**src/rtl/noc_pkg.sv**
```systemverilog
// Shared packet layout helpers for the NoC request injector.
// Field positions are derived from the address and node-id widths.
package noc_pkg;

  localparam int unsigned MAX_PKT_W = 64;

  function automatic int unsigned addr_lsb(input int unsigned id_w);
    return 2 * id_w + 1;
  endfunction

  function automatic int unsigned src_lsb(input int unsigned id_w);
    return id_w + 1;
  endfunction

  function automatic int unsigned dest_lsb();
    return 1;
  endfunction

  // Upper ID_W bits of the register index select the owning node.
  function automatic logic [31:0] dest_of(input logic [31:0] addr,
                                          input int unsigned addr_w,
                                          input int unsigned id_w);
    logic [31:0] mask;
    mask = (32'd1 << id_w) - 32'd1;
    return (addr >> (addr_w - id_w)) & mask;
  endfunction

  function automatic logic [MAX_PKT_W-1:0] pack_req(input logic [31:0] addr,
                                                    input logic [31:0] src,
                                                    input logic [31:0] dest,
                                                    input int unsigned id_w);
    logic [31:0]          mask;
    logic [MAX_PKT_W-1:0] pkt;
    mask = (32'd1 << id_w) - 32'd1;
    pkt  = {MAX_PKT_W{1'b0}};
    pkt  = pkt | (MAX_PKT_W'(addr) << addr_lsb(id_w));
    pkt  = pkt | (MAX_PKT_W'(src & mask) << src_lsb(id_w));
    pkt  = pkt | (MAX_PKT_W'(dest & mask) << dest_lsb());
    pkt  = pkt | MAX_PKT_W'(1);
    return pkt;
  endfunction

endpackage

```
**src/rtl/noc_req_fifo.sv**
```systemverilog
// Request FIFO: DEPTH entries of packet payload (valid bit implied), head
// is always visible; push/pop are ignored when full/empty respectively.
module noc_req_fifo #(
  parameter int unsigned W     = 10,
  parameter int unsigned DEPTH = 4
) (
  input  logic                       clk,
  input  logic                       reset,
  input  logic                       i_push,
  input  logic [W-1:0]               i_din,
  input  logic                       i_pop,
  output logic [W-1:0]               o_head,
  output logic [$clog2(DEPTH):0]     o_count
);

  localparam int unsigned PTR_W = $clog2(DEPTH);
  localparam int unsigned CNT_W = PTR_W + 1;
  localparam logic [CNT_W-1:0] FULL_CNT = CNT_W'(DEPTH);

  logic [W-1:0]     r_mem [DEPTH];
  logic [PTR_W-1:0] r_wr_ptr;
  logic [PTR_W-1:0] r_rd_ptr;
  logic [CNT_W-1:0] r_count;
  logic             w_push;
  logic             w_pop;

  assign w_push = i_push & (r_count != FULL_CNT);
  assign w_pop  = i_pop & (r_count != {CNT_W{1'b0}});

  // Pointers wrap naturally since DEPTH is a power of two.
  always_ff @(posedge clk or posedge reset) begin
    if (reset) begin
      r_wr_ptr <= {PTR_W{1'b0}};
      r_rd_ptr <= {PTR_W{1'b0}};
      r_count  <= {CNT_W{1'b0}};
    end else begin
      if (w_push) r_wr_ptr <= r_wr_ptr + PTR_W'(1);
      if (w_pop)  r_rd_ptr <= r_rd_ptr + PTR_W'(1);
      case ({w_push, w_pop})
        2'b10:   r_count <= r_count + CNT_W'(1);
        2'b01:   r_count <= r_count - CNT_W'(1);
        default: r_count <= r_count;
      endcase
    end
  end

  always_ff @(posedge clk) begin
    if (w_push) r_mem[r_wr_ptr] <= i_din;
  end

  assign o_head  = r_mem[r_rd_ptr];
  assign o_count = r_count;

endmodule

```
**src/rtl/noc_request_injector.sv**
```systemverilog
// Register-read request injector: decodes destination, queues requests and
// issues packets to the router under the full/almost_full write rule.
module noc_request_injector
  import noc_pkg::*;
#(
  parameter int unsigned ADDR_W     = 6,
  parameter int unsigned NUM_NODES  = 4,
  parameter int unsigned ID_W       = $clog2(NUM_NODES),
  parameter int unsigned DEPTH      = 4,
  parameter int unsigned DROP_CNT_W = 8,
  parameter int unsigned WIDTH      = ADDR_W + 2 * ID_W + 1
) (
  input  logic                       clk,
  input  logic                       reset,
  input  logic [ID_W-1:0]            id,
  input  logic                       req_valid,
  input  logic [ADDR_W-1:0]          req_addr,
  output logic                       req_ready,
  input  logic                       full,
  input  logic                       almost_full,
  output logic [WIDTH-1:0]           dataOut,
  output logic                       write,
  output logic [$clog2(DEPTH):0]     pending,
  output logic                       overflow,
  output logic [DROP_CNT_W-1:0]      drop_count
);

  localparam int unsigned CNT_W   = $clog2(DEPTH) + 1;
  localparam int unsigned ENTRY_W = WIDTH - 1;
  localparam logic [CNT_W-1:0]      FULL_CNT = CNT_W'(DEPTH);
  localparam logic [DROP_CNT_W-1:0] DROP_MAX = {DROP_CNT_W{1'b1}};

  logic [ENTRY_W-1:0]    w_entry;
  logic [ENTRY_W-1:0]    w_head;
  logic [CNT_W-1:0]      w_count;
  logic                  w_req_ready;
  logic                  w_push;
  logic                  w_drop;
  logic                  w_send_ok;
  logic                  w_pop;
  logic                  r_write;
  logic [WIDTH-1:0]      r_data_out;
  logic                  r_overflow;
  logic [DROP_CNT_W-1:0] r_drop_count;

  // Packet is built (src/dest captured) at enqueue; the constant valid bit is not stored.
  assign w_entry = ENTRY_W'(pack_req(32'(req_addr), 32'(id),
                                     dest_of(32'(req_addr), ADDR_W, ID_W),
                                     ID_W) >> 1);

  assign w_req_ready = (w_count != FULL_CNT);
  assign w_push      = req_valid & w_req_ready;
  assign w_drop      = req_valid & ~w_req_ready;
  assign w_send_ok   = (r_write & ~almost_full) | (~r_write & ~full);
  assign w_pop       = (w_count != {CNT_W{1'b0}}) & w_send_ok;

  noc_req_fifo #(
    .W     (ENTRY_W),
    .DEPTH (DEPTH)
  ) u_fifo (
    .clk     (clk),
    .reset   (reset),
    .i_push  (w_push),
    .i_din   (w_entry),
    .i_pop   (w_pop),
    .o_head  (w_head),
    .o_count (w_count)
  );

  // Issue register: dataOut holds its last packet while write is low.
  always_ff @(posedge clk or posedge reset) begin
    if (reset) begin
      r_write    <= 1'b0;
      r_data_out <= {WIDTH{1'b0}};
    end else if (w_pop) begin
      r_write    <= 1'b1;
      r_data_out <= {w_head, 1'b1};
    end else begin
      r_write    <= 1'b0;
    end
  end

  // Sticky overflow flag and saturating drop counter.
  always_ff @(posedge clk or posedge reset) begin
    if (reset) begin
      r_overflow   <= 1'b0;
      r_drop_count <= {DROP_CNT_W{1'b0}};
    end else if (w_drop) begin
      r_overflow <= 1'b1;
      if (r_drop_count != DROP_MAX) r_drop_count <= r_drop_count + DROP_CNT_W'(1);
    end
  end

  assign req_ready  = w_req_ready;
  assign pending    = w_count;
  assign write      = r_write;
  assign dataOut    = r_data_out;
  assign overflow   = r_overflow;
  assign drop_count = r_drop_count;

endmodule

```
**config.mk**
```make
export PLATFORM = sky130hd
export DESIGN_NAME = noc_request_injector
export DESIGN_NICKNAME = d
export VERILOG_FILES = /design/src/rtl/noc_pkg.sv /design/src/rtl/noc_req_fifo.sv /design/src/rtl/noc_request_injector.sv
export SDC_FILE = /design/constraint.sdc
export NUM_CORES = 1
export LEC_CHECK = 0
export ABC_AREA = 1
export CAP_MARGIN = 0
export CORE_AREA = 2 2 106 108
export DETAILED_ROUTE_END_ITERATION = 6
export DIE_AREA = 0 0 108 110
export GPL_TIMING_DRIVEN = 0
export PLACE_DENSITY = 0.48
export SLEW_MARGIN = 20
export SYNTH_ARGS = -nofsm -noshare
export SYNTH_HDL_FRONTEND = slang
export SYNTH_SLANG_ARGS = --single-unit
export TNS_END_PERCENT = 20
```
**constraint.sdc**
```tcl
create_clock -name clk -period 2.54 [get_ports clk]
set_input_delay 0.635 -clock clk [delete_from_list [all_inputs] [get_ports clk]]
set_output_delay 0.635 -clock clk [all_outputs]
set_load 0.01 [all_outputs]
```
**Yosys cells after proc, flatten, opt, wreduce, memory -nomap -nowiden**

Memories as Yosys holds them, arrays and structs flattened. A register that Yosys moved wholly into a read port is not among the register bits.
Index checks and enable logic that the tools add are counted.

- Bits in registers: 28
- Memory bits (writable): 40
- Input bits: 13
- Logic and storage cells: 38
- Memories: 1

Memories:

| name | depth | bits a word | read ports | clocked after Yosys merged registers in | wr ports | line | text |
|---|---|---|---|---|---|---|---|
| u_fifo.r_mem | 4 | 10 | 1 | 1 | 1 | noc_req_fifo.sv:20 | `logic [W-1:0] r_mem [DEPTH];` |

- Add/sub/neg operators: 5
- Equality and inequality tests: 4
- Multiplexer cells: 4
- Bitwise operators: 14
- Reduce and logical (&&, ||, !) cells: 3

Operators with widths:

| kind | count |
|---|---|
| bitwise OR 11 x 3 -> 11 bit | 1 |
| bitwise OR 11 x 5 -> 11 bit | 1 |
| adder 8 x 1 -> 8 bit (second input constant) | 1 |
| inequality test 8 bit (second input constant) | 1 |
| AND 1 bit | 7 |
| case mux 3 bit (2 select lines) | 1 |
| adder 2 x 1 -> 2 bit (second input constant) | 2 |
| inverter 1 bit | 4 |
| adder 3 x 1 -> 3 bit (second input constant) | 1 |
| two-way mux 1 bit | 3 |
| inequality test 3 bit (second input constant) | 1 |
| nonzero test 3 bit | 1 |
| subtractor 3 x 1 -> 3 bit (second input constant) | 1 |
| == test 2 x 1 -> 1 bit (second input constant) | 1 |
| == test 2 bit (second input constant) | 1 |
| AND reduction 2 bit | 1 |
| nonzero test 2 bit | 1 |
| bitwise OR 1 bit | 1 |

**Longest topological paths before layout**

- Depth in word-level cells: 7
- Mapped depth: 11
- Mapped depth without buffers: 11

**By module**

From an unflattened synthesis, not the netlist that was laid out.

- Cells, all modules: 302
- Area total of the unflattened synthesis: 3046.7 µm²

Modules (own cells, without submodules):

| module | instances | cells an instance | area each (µm²) |
|---|---|---|---|
| noc_req_fifo | 1 | 177 | 2053.2 |
| noc_request_injector | 1 | 125 | 993.5 |

**Worst setup path after synthesis**

Ideal clock, no wire load.

- Path kind: input to register
- Start: in full
- End: reg u_fifo.r_count[2], in the netlist u_fifo.o_count[2]
- Arrival: 1873 ps
- Required time: 2461 ps
- Path slack: 587 ps
- Stages on the path: 11
- Path buffers: 0
- Cells stage by stage: inv_1 > or2_1 > nand3_2 > inv_4 > ha_1 > inv_1 > fa_1 > nor2_1 > nor2_1 > nand2_1 > xor2_1

- Word-level cells in the longest chain between the ends: 7
- Elaborated cells between the ends (all ways): 9

Ends and longest elaborated chain:

| element | line | text |
|---|---|---|
| start, declared | noc_request_injector.sv:19 | `input logic full,` |
| inverter 1 bit * | noc_request_injector.sv:54 | `assign w_send_ok = (r_write & ~almost_full) \| (~r_write & ~full);` |
| AND 1 bit * | noc_request_injector.sv:54 |  |
| bitwise OR 1 bit * | noc_request_injector.sv:54 |  |
| AND 1 bit * | noc_request_injector.sv:55 | `assign w_pop = (w_count != {CNT_W{1'b0}}) & w_send_ok;` |
| net u_fifo.i_pop | noc_req_fifo.sv:11 | `input logic i_pop,` |
| AND 1 bit * | noc_req_fifo.sv:28 | `assign w_pop = i_pop & (r_count != {CNT_W{1'b0}});` |
| == test 2 x 1 -> 1 bit / == test 2 bit (equally long branches) | noc_req_fifo.sv:39 | `case ({w_push, w_pop})` |
| case mux 3 bit (2 select lines) / nonzero test 2 bit (equally long branches) | - |  |
| end signal, assigned | noc_req_fifo.sv:40 | `2'b10: r_count <= r_count + CNT_W'(1);` |
| end signal, assigned | noc_req_fifo.sv:41 | `2'b01: r_count <= r_count - CNT_W'(1);` |
| end signal, assigned | noc_req_fifo.sv:42 | `default: r_count <= r_count;` |
| end, declared | noc_req_fifo.sv:23 | `logic [CNT_W-1:0] r_count;` |

Mark *: on every way through the listed nets, which the timed path passes. The rest lies on a longest branch.
A chain may end at the register's enable or synchronous reset.

**Worst setup path in the final report**

- Start: reg u_fifo.r_count[0], in the netlist u_fifo.o_count[0]
- End: out req_ready

- Word-level cells in the longest chain between the ends: 1

Ends and longest elaborated chain:

| element | line | text |
|---|---|---|
| start signal, assigned | noc_req_fifo.sv:35 | `r_count <= {CNT_W{1'b0}};` |
| start signal, assigned | noc_req_fifo.sv:40 |  |
| start signal, assigned | noc_req_fifo.sv:41 |  |
| inequality test 3 bit | noc_request_injector.sv:51 | `assign w_req_ready = (w_count != FULL_CNT);` |
| end, declared | noc_request_injector.sv:18 | `output logic req_ready,` |

Every way passes these cells.

==> impl_metrics.tcl <==
set metrics [dict create \
    synthFlopType "edfxtp_1" \
    avgSynthCellArea_um2 10.2 \
    post_drt_wl_per_cell_um 12.2 \
    post_route_cells_drive_above_1_share 0.117 \
    async_flop_share 0.448 \
    synth_most_common_cell "nand2_1" \
    die_area_um2 11900 \
    syn_inst 255 \
    startpoint_type "flip-flop" \
    hp-class "reg2reg" \
    p_seq_frac 0.359 \
    row_count 38 \
    pwr-share-comb 0.387 \
    num_vias 1771 \
    cts_num_sinks 58 \
    final_area_um2 3390 \
    ys_top_cells_by_area "edfxtp_1 (37%), dfrtp_1 (25%), nand2_1 (9.9%), nor2_1 (6.5%), ha_1 (2.9%)" \
    place_ws_ns -0.0108 \
    final.fill_count 1099 \
    period_share 0.868 \
    synth_common_cells "nand2_1 (69), nor2_1 (45), edfxtp_1 (32)" \
    ys_ff_latch 58 \
    rsz0062_at_grt "no" \
    period_needed_ns 2.20 \
    dp_cells 432 \
    place_area_um2 3160 \
    insertion_delay_ns 0.34 \
    power_switching_share 0.349 \
    diodes 0 \
    intPower_mw 2.60 \
    hpwl_um 3770 \
    crit_type "reg2out" \
    slew_headroom 0.452 \
    hold_depth 2 \
    cts.path.max_buffers 2 \
    power_switching_mw 1.40 \
    finClkSkew_ns 0.0113 \
    holdWs_ns 0.466 \
    dr.first_iter.drc_count 40 \
    synth_top_area_share 0.368 \
    tightestPinTransition_ns 0.819 \
    hold_viol_final 0 \
    reg2regPathDepth 10 \
    cp-end-kind "output pin" \
    worst_slack_ns 0.336 \
    ctsResizeCount 0 \
    gp_congestion 0.722 \
    core-area_um2 10700 \
    synth_fp_nets 275 \
    cts_buffers 9 \
    max_freq_mhz 454 \
    clk_pin_slew_ns 0.06 \
    grt_usage 0.101 \
    grt-ovfl-total 0 \
    drc 0 \
    wirelength_um 5470 \
    port_buffers 37 \
    setup_tns_ns 0 \
    cp.arrival_ns 1.57 \
    nets 323 \
    seqCellArea_um2 1610 \
    synth-edff-count 32 \
    syn2layout_area_growth_pct 29.9 \
    ys_types 28 \
    finalMaxSlewViolations 0 \
    clock-root-buffer "clkbuf_8" \
    post-cts-setup-buffers 0 \
    ant_nets 0 \
    grt_max_degree 27 \
    ir_drop_v 0.000294 \
    setup_viol 0 \
    routed_via_density 3.95 \
    power.share.clock 0.253 \
    dr.pass1.iters 4 \
    ys_seq_area_frac 0.617 \
    antenna_found_initial 0 \
    power.density_nw_per_um2 1180 \
    hold_buffers 0 \
    path_max_fanout 4 \
    ys_warn_count 0 \
    stdcell_count 448 \
    fin_util 0.317 \
    grt_pass1_wl_um 8800 \
    cts_tree "built" \
    die_x_um 108 \
    ios 38 \
    start_util 0.244 \
    p_leak_nw 1.42 \
    power.total_mw 4.00 \
    synth_area_leader_cell "edfxtp_1" \
    maxCapViolCount 0 \
    first_global_vias 1708 \
    synth_area_um2 2610 \
    outcome "completed" \
    critPathRequiredTime_ns 1.90 \
    multi_input_area_um2 852 \
    cts-htree-levels 3 \
    die_h_um 110 \
]
-- flip-flops by register name, indices dropped and copies added, names as in the netlist --
signal	cells
u_fifo.r_mem	32
dataOut	9
drop_count	8
u_fifo.o_count	3
u_fifo.r_rd_ptr	2
u_fifo.r_wr_ptr	2
overflow	1
write	1
-- cell families (layout without fill, tap and decap cells) --
family,count (synthesis),count (layout),synth area share
AO/OA/AOI/OAI,21,21,0.0460
XOR/XNOR,8,8,0.0268
adder cells (fa/ha/maj),7,7,0.0364
buffers and inverters,29,82,0.0561
flip-flops,58,58,0.617
AND/OR/NAND/NOR,132,132,0.217
-- worst max-delay path, stage by stage, from the launching register on --
cell and delay (ns):
dfrtp_1 0.44, nor2_4 0.17, nand2_1 0.11, clkdlybuf4s50_1 0.50
-- power groups by stage --
stage	logic [mW]	clock network, mW	registers [mW]
2_1_floorplan	0.934	0	1.48
3_3_place_gp	1.56	0	1.45
3_5_place_dp	1.58	0	1.46
4_1_cts	1.59	1.04	1.44
5_1_grt	1.74	1.09	1.47
6_report	1.55	1.01	1.44
-- cells in the final DEF (no fill, tap or decap), types with 4 or more instances in the layout --
| cell | instances |
|---|---|
| nand2_2 | 4 |
| nand2_1 | 69 |
| clkdlybuf4s50_1 | 37 |
| edfxtp_1 | 32 |
| nor2_1 | 45 |
| xor2_1 | 6 |
| o21ai_0 | 11 |
| ha_1 | 6 |
| inv_1 | 19 |
| o21ai_1 | 7 |
| clkbuf_8 | 9 |
| dfrtp_1 | 26 |
-- path summary, 6_finish.rpt --
path	from	endpoint	slack [ns]
worst max-delay path	u_fifo.o_count[0]$_DFFE_PP0P_	req_ready	0.34
worst min-delay path	overflow$_DFFE_PP0P_	overflow$_DFFE_PP0P_	0.47
worst max register to register	u_fifo.o_count[0]$_DFFE_PP0P_	u_fifo.o_count[2]$_DFFE_PP0P_	0.58
worst min register to register	overflow$_DFFE_PP0P_	overflow$_DFFE_PP0P_	0.47
max in group asynchronous	reset	drop_count[7]$_DFFE_PP0P_	1.50
min in group asynchronous	reset	dataOut[7]$_DFFE_PP0P_	0.66
-- layer usage --
layer / routed length, um / vias to the layer above / track usage
li1: - / 910 / -
met1: 2600 / 816 / 0.129
met2: 2540 / 36 / 0.157
met3: 236 / 9 / 0.0300
met4: 97 / 0 / 0.0522
met5: 0 / - / 0
-- area by class of cell --
cell class | instances | area share
multi-input combinational | 168 | 0.251
timing repair buffer | 37 | 0.109
sequential | 58 | 0.475
clock inverter | 5 | 0.0303
tap | 140 | 0.0517
clock buffer | 11 | 0.0388
buffer | 7 | 0.0181
inverter | 22 | 0.0251
Note: power is estimated with default switching activity, not from simulation.
